==> src/rtl/fetch_pkg.sv <==
// Shared fetch-stage types and constants.
package fetch_pkg;
  localparam int XLEN = 32;
  localparam int INSTR_BYTES = 4;
  localparam logic [XLEN-1:0] RESET_PC_DEFAULT = 32'h0000_0000;

  typedef struct packed {
    logic [XLEN-1:0] pc;
    logic [XLEN-1:0] instr;
  } fetch_entry_t;
endpackage

==> src/rtl/fetch_buffer.sv <==
// Circular instruction buffer of {pc, instr} entries; push/pop same cycle allowed, flush empties it.
// Head is visible the cycle after push; push into a full buffer without a pop is an overflow.
module fetch_buffer
  import fetch_pkg::*;
#(
  parameter int DEPTH = 3,
  localparam int CW = $clog2(DEPTH + 1),
  localparam int PW = $clog2(DEPTH)
) (
  input  logic            clk,
  input  logic            reset,
  input  logic            push,
  input  logic [31:0]     push_pc,
  input  logic [31:0]     push_instr,
  input  logic            pop,
  input  logic            flush,
  output logic [CW-1:0]   count,
  output logic [31:0]     head_pc,
  output logic [31:0]     head_instr
);
  fetch_entry_t    mem [DEPTH];
  logic [PW-1:0]   rd_ptr;
  logic [PW-1:0]   wr_ptr;
  logic            do_pop;
  logic            full;

  function automatic logic [PW-1:0] next_ptr(input logic [PW-1:0] p);
    return (p == PW'(DEPTH - 1)) ? '0 : p + PW'(1);
  endfunction

  assign do_pop     = pop && (count != '0);
  assign full       = (count == CW'(DEPTH));
  assign head_pc    = mem[rd_ptr].pc;
  assign head_instr = mem[rd_ptr].instr;

  always_ff @(posedge clk) begin
    if (reset || flush) begin
      rd_ptr <= '0;
      wr_ptr <= '0;
      count  <= '0;
    end else begin
      if (push) wr_ptr <= next_ptr(wr_ptr);
      if (do_pop) rd_ptr <= next_ptr(rd_ptr);
      count <= count + CW'(push) - CW'(do_pop);
    end
  end

  always_ff @(posedge clk) begin
    if (push && !flush && !reset) mem[wr_ptr] <= '{pc: push_pc, instr: push_instr};
  end

  // Issue throttling upstream must make this unreachable.
  always_ff @(posedge clk) begin
    if (!reset && !flush && push) assert (do_pop || !full);
  end
endmodule

==> src/rtl/fetch_unit.sv <==
// Instruction fetch: PC, ROM request issue, redirect flush; 2-cycle request-to-instr_valid latency.
// Issue stalls when buffered plus in-flight entries reach DEPTH; instr_ready never gates mem_enable.
module fetch_unit
  import fetch_pkg::*;
#(
  parameter logic [31:0] RESET_PC = RESET_PC_DEFAULT,
  parameter int          DEPTH    = 3
) (
  input  logic        clk,
  input  logic        reset,
  output logic        mem_enable,
  output logic [31:0] mem_address,
  input  logic [31:0] mem_data,
  input  logic        branch_valid,
  input  logic [31:0] branch_target,
  output logic        instr_valid,
  output logic [31:0] instr,
  output logic [31:0] instr_pc,
  input  logic        instr_ready
);
  localparam int CW = $clog2(DEPTH + 1);

  logic [XLEN-1:0] pc;
  logic [XLEN-1:0] inflight_pc;
  logic            inflight;
  logic [CW-1:0]   count;
  logic [31:0]     head_pc;
  logic [31:0]     head_instr;

  assign mem_enable  = !reset && !branch_valid && ((32'(count) + 32'(inflight)) < 32'(DEPTH));
  assign mem_address = pc;

  assign instr_valid = !reset && (count != '0);
  assign instr       = instr_valid ? head_instr : '0;
  assign instr_pc    = instr_valid ? head_pc : '0;

  always_ff @(posedge clk) begin
    if (reset) begin
      pc          <= RESET_PC & ~32'h3;
      inflight    <= 1'b0;
      inflight_pc <= '0;
    end else if (branch_valid) begin
      // Any response returning next cycle belongs to the wrong path.
      pc       <= branch_target & ~32'h3;
      inflight <= 1'b0;
    end else begin
      inflight <= mem_enable;
      if (mem_enable) begin
        pc          <= pc + XLEN'(INSTR_BYTES);
        inflight_pc <= pc;
      end
    end
  end

  fetch_buffer #(.DEPTH(DEPTH)) u_buf (
    .clk        (clk),
    .reset      (reset),
    .push       (inflight),
    .push_pc    (inflight_pc),
    .push_instr (mem_data),
    .pop        (instr_valid && instr_ready),
    .flush      (branch_valid),
    .count      (count),
    .head_pc    (head_pc),
    .head_instr (head_instr)
  );
endmodule

==> config.mk <==
export PLATFORM = sky130hd
export DESIGN_NAME = fetch_unit
export DESIGN_NICKNAME = d
export VERILOG_FILES = /design/src/rtl/fetch_pkg.sv /design/src/rtl/fetch_buffer.sv /design/src/rtl/fetch_unit.sv
export SDC_FILE = /design/constraint.sdc
export NUM_CORES = 1
export LEC_CHECK = 0
export CAP_MARGIN = 20
export CORE_MARGIN = 2
export CORE_UTILIZATION = 31
export CTS_CLUSTER_SIZE = 25
export DETAILED_ROUTE_END_ITERATION = 16
export MAX_ROUTING_LAYER = met4
export PLACE_DENSITY_LB_ADDON = 0.15
export SLEW_MARGIN = 20
export SYNTH_ARGS = -nofsm -noshare
export SYNTH_HDL_FRONTEND = slang
export SYNTH_SLANG_ARGS = --single-unit
==> constraint.sdc <==
create_clock -name clk -period 7.15 [get_ports clk]
set_input_delay 0.715 -clock clk [delete_from_list [all_inputs] [get_ports clk]]
set_output_delay 0.715 -clock clk [all_outputs]
set_load 0.01 [all_outputs]
## After elaboration in Yosys (flattened, before gate mapping)

Memory sizes are Yosys's and may differ from the RTL's. A register that Yosys moved wholly into a read port is not among the register bits.
Cells that the tools add are included.

- Register bits: 71
- Memory bits (writable): 192
- Output and inout port bits: 98
- Word-level logic and storage cells: 42
- Memories kept: 1

- $add $sub $neg: 6
- Order comparisons: 1
- Equality and inequality tests: 2
- Muxes and demuxes: 10
- Bitwise logic cells: 1
- Reduce and logical (&&, ||, !) cells: 14

Memories:

| memory | depth | width | read ports | clocked after memory_dff | wr ports | RTL line | source |
|---|---|---|---|---|---|---|---|
| u_buf.mem | 3 | 64 | 1 | 1 | 1 | fetch_buffer.sv:21 | `fetch_entry_t mem [DEPTH];` |

Operators with widths:

| operator | number |
|---|---|
| 32-bit 2-to-1 mux | 4 |
| 32-bit by 3-bit adder with 32-bit output (second input constant) | 1 |
| 2-bit 2-to-1 mux | 4 |
| 1-bit logical AND | 7 |
| 2-bit by 1-bit adder with 2-bit output (second input constant) | 2 |
| 2-bit == test (second input constant) | 2 |
| 2-bit nonzero test | 2 |
| 2-bit by 1-bit adder with 3-bit output | 1 |
| 3-bit by 2-bit less-than comparator with 1-bit output (second input constant) | 1 |
| 2-bit by 1-bit adder with 2-bit output | 1 |
| 1-bit zero test | 2 |
| 1-bit 2-to-1 mux | 2 |
| 2-bit AND reduction | 1 |
| 2-bit OR reduction | 1 |
| 2-bit by 1-bit subtractor with 2-bit output | 1 |
| 1-bit logical OR | 1 |
| 1-bit NOT | 1 |

## Longest topological paths before layout

- Word-level depth: 6
- Depth in mapped cells: 9
- Depth with buffers taken out: 7

## By module

A second synthesis with hierarchy kept.

- Cell total of the unflattened synthesis: 904
- Area total of the unflattened synthesis: 11020.6 µm²

Modules (own cells, without submodules):

| module | times used | cells each | area each (µm²) | seq. area each (µm²) |
|---|---|---|---|---|
| fetch_buffer | 1 | 443 | 7500.9 | 5925.7 |
| fetch_unit | 1 | 461 | 3519.6 | 1221.2 |

## Worst setup path after synthesis

OpenSTA, ideal clock, no wires.

- Kind: input to register
- From: in branch_valid
- To: mem u_buf.mem[0][0] (netlist bit), enable pin
- Data arrival time: 5.485 ns
- Setup slack: 1.107 ns
- Stages on the path: 3
- Buffers on the path: 1
- Cell sequence: clkbuf_1 or2_2 nor3_1

- Cells in the longest elaborated chain, start to end: 5

Ends and longest elaborated chain:

| what | RTL line | source |
|---|---|---|
| start: declaration | fetch_unit.sv:14 | `input logic branch_valid,` |
| 1-bit zero test | fetch_buffer.sv:49 | `if (push && !flush && !reset) mem[wr_ptr] <= '{pc: push_pc, instr: push_instr};` |
| 1-bit logical AND (2 in a row) | fetch_buffer.sv:49 |  |
| 1-bit 2-to-1 mux | fetch_buffer.sv:49 |  |
| 1-bit 2-to-1 mux (not written as such) | fetch_buffer.sv:49 |  |
| end: declaration | fetch_buffer.sv:21 |  |

Every way passes these cells.

## Worst setup path after layout

- From: reg inflight
- To: out mem_enable

- Cells in the longest elaborated chain, start to end: 3

Ends and longest elaborated chain:

| what | RTL line | source |
|---|---|---|
| start: declaration | fetch_unit.sv:25 | `logic inflight;` |
| start signal: assignment | fetch_unit.sv:47 | `inflight <= mem_enable;` |
| 2-bit by 1-bit adder with 3-bit output | fetch_unit.sv:30 | `assign mem_enable = !reset && !branch_valid && ((32'(count) + 32'(inflight)) < 32'(DEPTH));` |
| 3-bit by 2-bit less-than comparator with 1-bit output | fetch_unit.sv:30 |  |
| 1-bit logical AND | fetch_unit.sv:30 |  |
| end: declaration | fetch_unit.sv:11 | `output logic mem_enable,` |

Every way passes these cells.

==> metrics <==
routability cong. 0.764; peak supply drop 0.000160 V; register share of total power 52.0%; Hold Startpoint inflight_pc[9]; most frequent cells in the layout edfxtp_1 (186), clkdlybuf4s50_1 (158), nor2_1 (156); hold depth 0; largest net degree at the start of global routing 99; Sw Pwr 677 uW; max-cap violations 0; root buf cell clkbuf_16; Worst Skew 0.0134 ns; required time of the critical path 6.43 ns; total CTS buffers 29; Cells after DPL 1420; ANT cells 0; Slew headroom 33.0%; Syn Std Cell Area 10300 sq um; startpoint types register; Clock power frac 42.8%; P&R area growth vs syn 28.1%; Pleak 0.00434 uW; Synth Instances 862; GR Util All Layers 14.1%; H-Tree Depth 1; WS Path Type reg -> out; via/cell ratio 4.64; initial antenna violation count 0; port buffer count 159; # nets final 1081; R2R depth 8; die area 34700 sq um; most common cell after layout, fill and taps aside edfxtp_1; post-CTS sizing 0; top-area cell type share of the netlist area 54.3%; internal power 2470 uW; Tmin final 4.54 ns; Primary FF master, synth edfxtp_1; first-pass GRT wire length 36700 um; Worst Tran Pin Value 1.00 ns; Worst EP arrival 3.82 ns; share of post-route cells with drive strength above 1 6.30%; Reg-to-Reg Start inflight; starting density of the core 31.6%; PnR worst setup slack 2.61 ns; Yosys cell types 44; pre-CTS WS 2.76 ns; Initial DRC Count 433; DRC viols 0; synthesized area per cell 11.9 sq um; final wirelength 24100 um; post-synth top area cell edfxtp_1; Fin. Hold Viols 0; count of final max-slew check failures 0; Logic pwr share 5.2%; asr flop ratio synth 0%; # setup viols final 0; Fin Hold WS 0.474 ns; Non-Filler Instances 1474; clk sinks 255; DPL Wire Length 14400 um; clk_lat worst skew 0.54 ns; setup repair bufs after CTS 0; clock-pin slew on the worst setup and hold paths 0.06 ns; status finished clean; Yosys warnings 0; unrepaired setup endpoints after global routing false; Critical Path Sink Type output pin; post-synthesis sequential area ratio 67.7%; Initial DRT Pass Iterations 4; Synth area leaders edfxtp_1 (54%), dfxtp_1 (13%), mux2i_1 (6.5%); FF-to-FF End inflight_pc[6]; CTS tree yes; CTS Hold Bufs 0; via count 6838; Final Cycle Share 63.4%; Site Rows 66; worst hold path class reg -> reg; GRT overflow 0; pwr/cell area 239 nW/um^2; Post-DRT Antenna Nets 0; routed len/inst 16.4 um; R2R Setup Slk 4.20 ns; die height 186 um; fmax 220 MHz; Core Region 32600 sq um; worst-case clock buffer depth 3; IO Pins 166; number of synthesized flops with an enable pin 186; number of global-route vias before repair 6382; Fin Setup TNS 0 ns; sw frac 21.5%; CP Max Fanout 40; die width 186 um; Worst Hold Endpoint u_buf.mem[2][41]; flip-flop and latch count after synthesis 255
## critical path: stages (launching register included)
cell and delay [ns]:
dfxtp_1 0.37, ha_1 0.23, ha_1 0.30, a21oi_2 0.51
nand2_1 0.11, buf_4 0.28, inv_1 0.75, clkdlybuf4s50_1 0.72
## metrics by stage
stage | power [uW] | util (%) | instance area, sq um
final | 3150 | 40.4 | 13200
after global routing | 3280 | 40.4 | 13200
after CTS | 3200 | 40.4 | 13200
after detailed placement | 1830 | 37.8 | 12300
after global placement | 1830 | 37.8 | 12300
after floorplan | 1730 | - | 10300
## layout make-up
class / count / area (sq um)
well taps: 442 / 553
fillers: 3144 / 19400
inverters: 7 / 26.3
flip-flops and latches: 255 / 6970
multi-input cells: 547 / 3110
clock inverters: 15 / 100
clock buffers: 39 / 763
repair buffers: 169 / 1660
## worst max path at each step
| stage | slack, ns | startpoint | to |
|---|---|---|---|
| CTS | 2.55 | inflight | mem_enable |
| global placement | 2.75 | branch_valid | mem_enable |
| detailed placement | 2.76 | branch_valid | mem_enable |
| finish | 2.61 | inflight | mem_enable |
| global route | 2.38 | inflight | mem_enable |
| floorplan | 1.11 | branch_valid | u_buf.mem[0][0] |
## per-layer routing
layer  global-route usage (%)  wire length (um)  up-vias
met4                     2.90               313        0
met3                     2.78              1630       27
met2                     21.0             10400      184
li1                         -                 -     3376
met5                        -                 0        -
met1                     19.9             11800     3251
## power groups by stage
stage	Sequential (uW)	Clock (uW)	Combinational [uW]
floorplan	1660	0	70.5
global placement	1670	0	163
detailed placement	1670	0	164
CTS	1640	1390	165
global route	1640	1460	178
finish	1640	1350	163
## synthesized netlist by cell type, types with 4 or more instances
library cell,count
clkbuf_1,45
buf_1,6
buf_4,5
and4_1,4
inv_1,7
edfxtp_1,186
nand4_1,13
a211oi_1,11
mux2i_1,67
o21ai_0,4
nand3_1,10
and3_1,6
ha_1,4
nor2_1,157
o22ai_1,4
xnor2_1,12
a21oi_1,112
xor2_1,11
dfxtp_1,69
nand2_1,85
nor3_1,10
nor4_1,7
## cells by family (layout without fill, tap and decap cells)
| family | count (synthesis) | in the layout | share of synthesized area (%) |
|---|---|---|---|
| AOI/OAI and AO/OA | 142 | 142 | 7.58 |
| DFF | 255 | 255 | 67.7 |
| and+or+nand+nor | 306 | 306 | 13.2 |
| muxes | 68 | 68 | 6.62 |
| adders and majority gates | 4 | 4 | 0.486 |
| other | 1 | 4 | 0.0364 |
| buffers and inverters | 63 | 230 | 2.48 |
| xor gates and xnor gates | 23 | 23 | 1.96 |
## sequential cells by signal, indices dropped and copies added, names as in the netlist, named ones only
| name | cells |
|---|---|
| inflight_pc | 30 |
| inflight | 1 |
| u_buf.count | 2 |
| mem_address | 30 |
| u_buf.mem | 186 |
| u_buf.wr_ptr | 2 |
| u_buf.rd_ptr | 2 |
No activity file was read; power rests on OpenSTA's default activity.
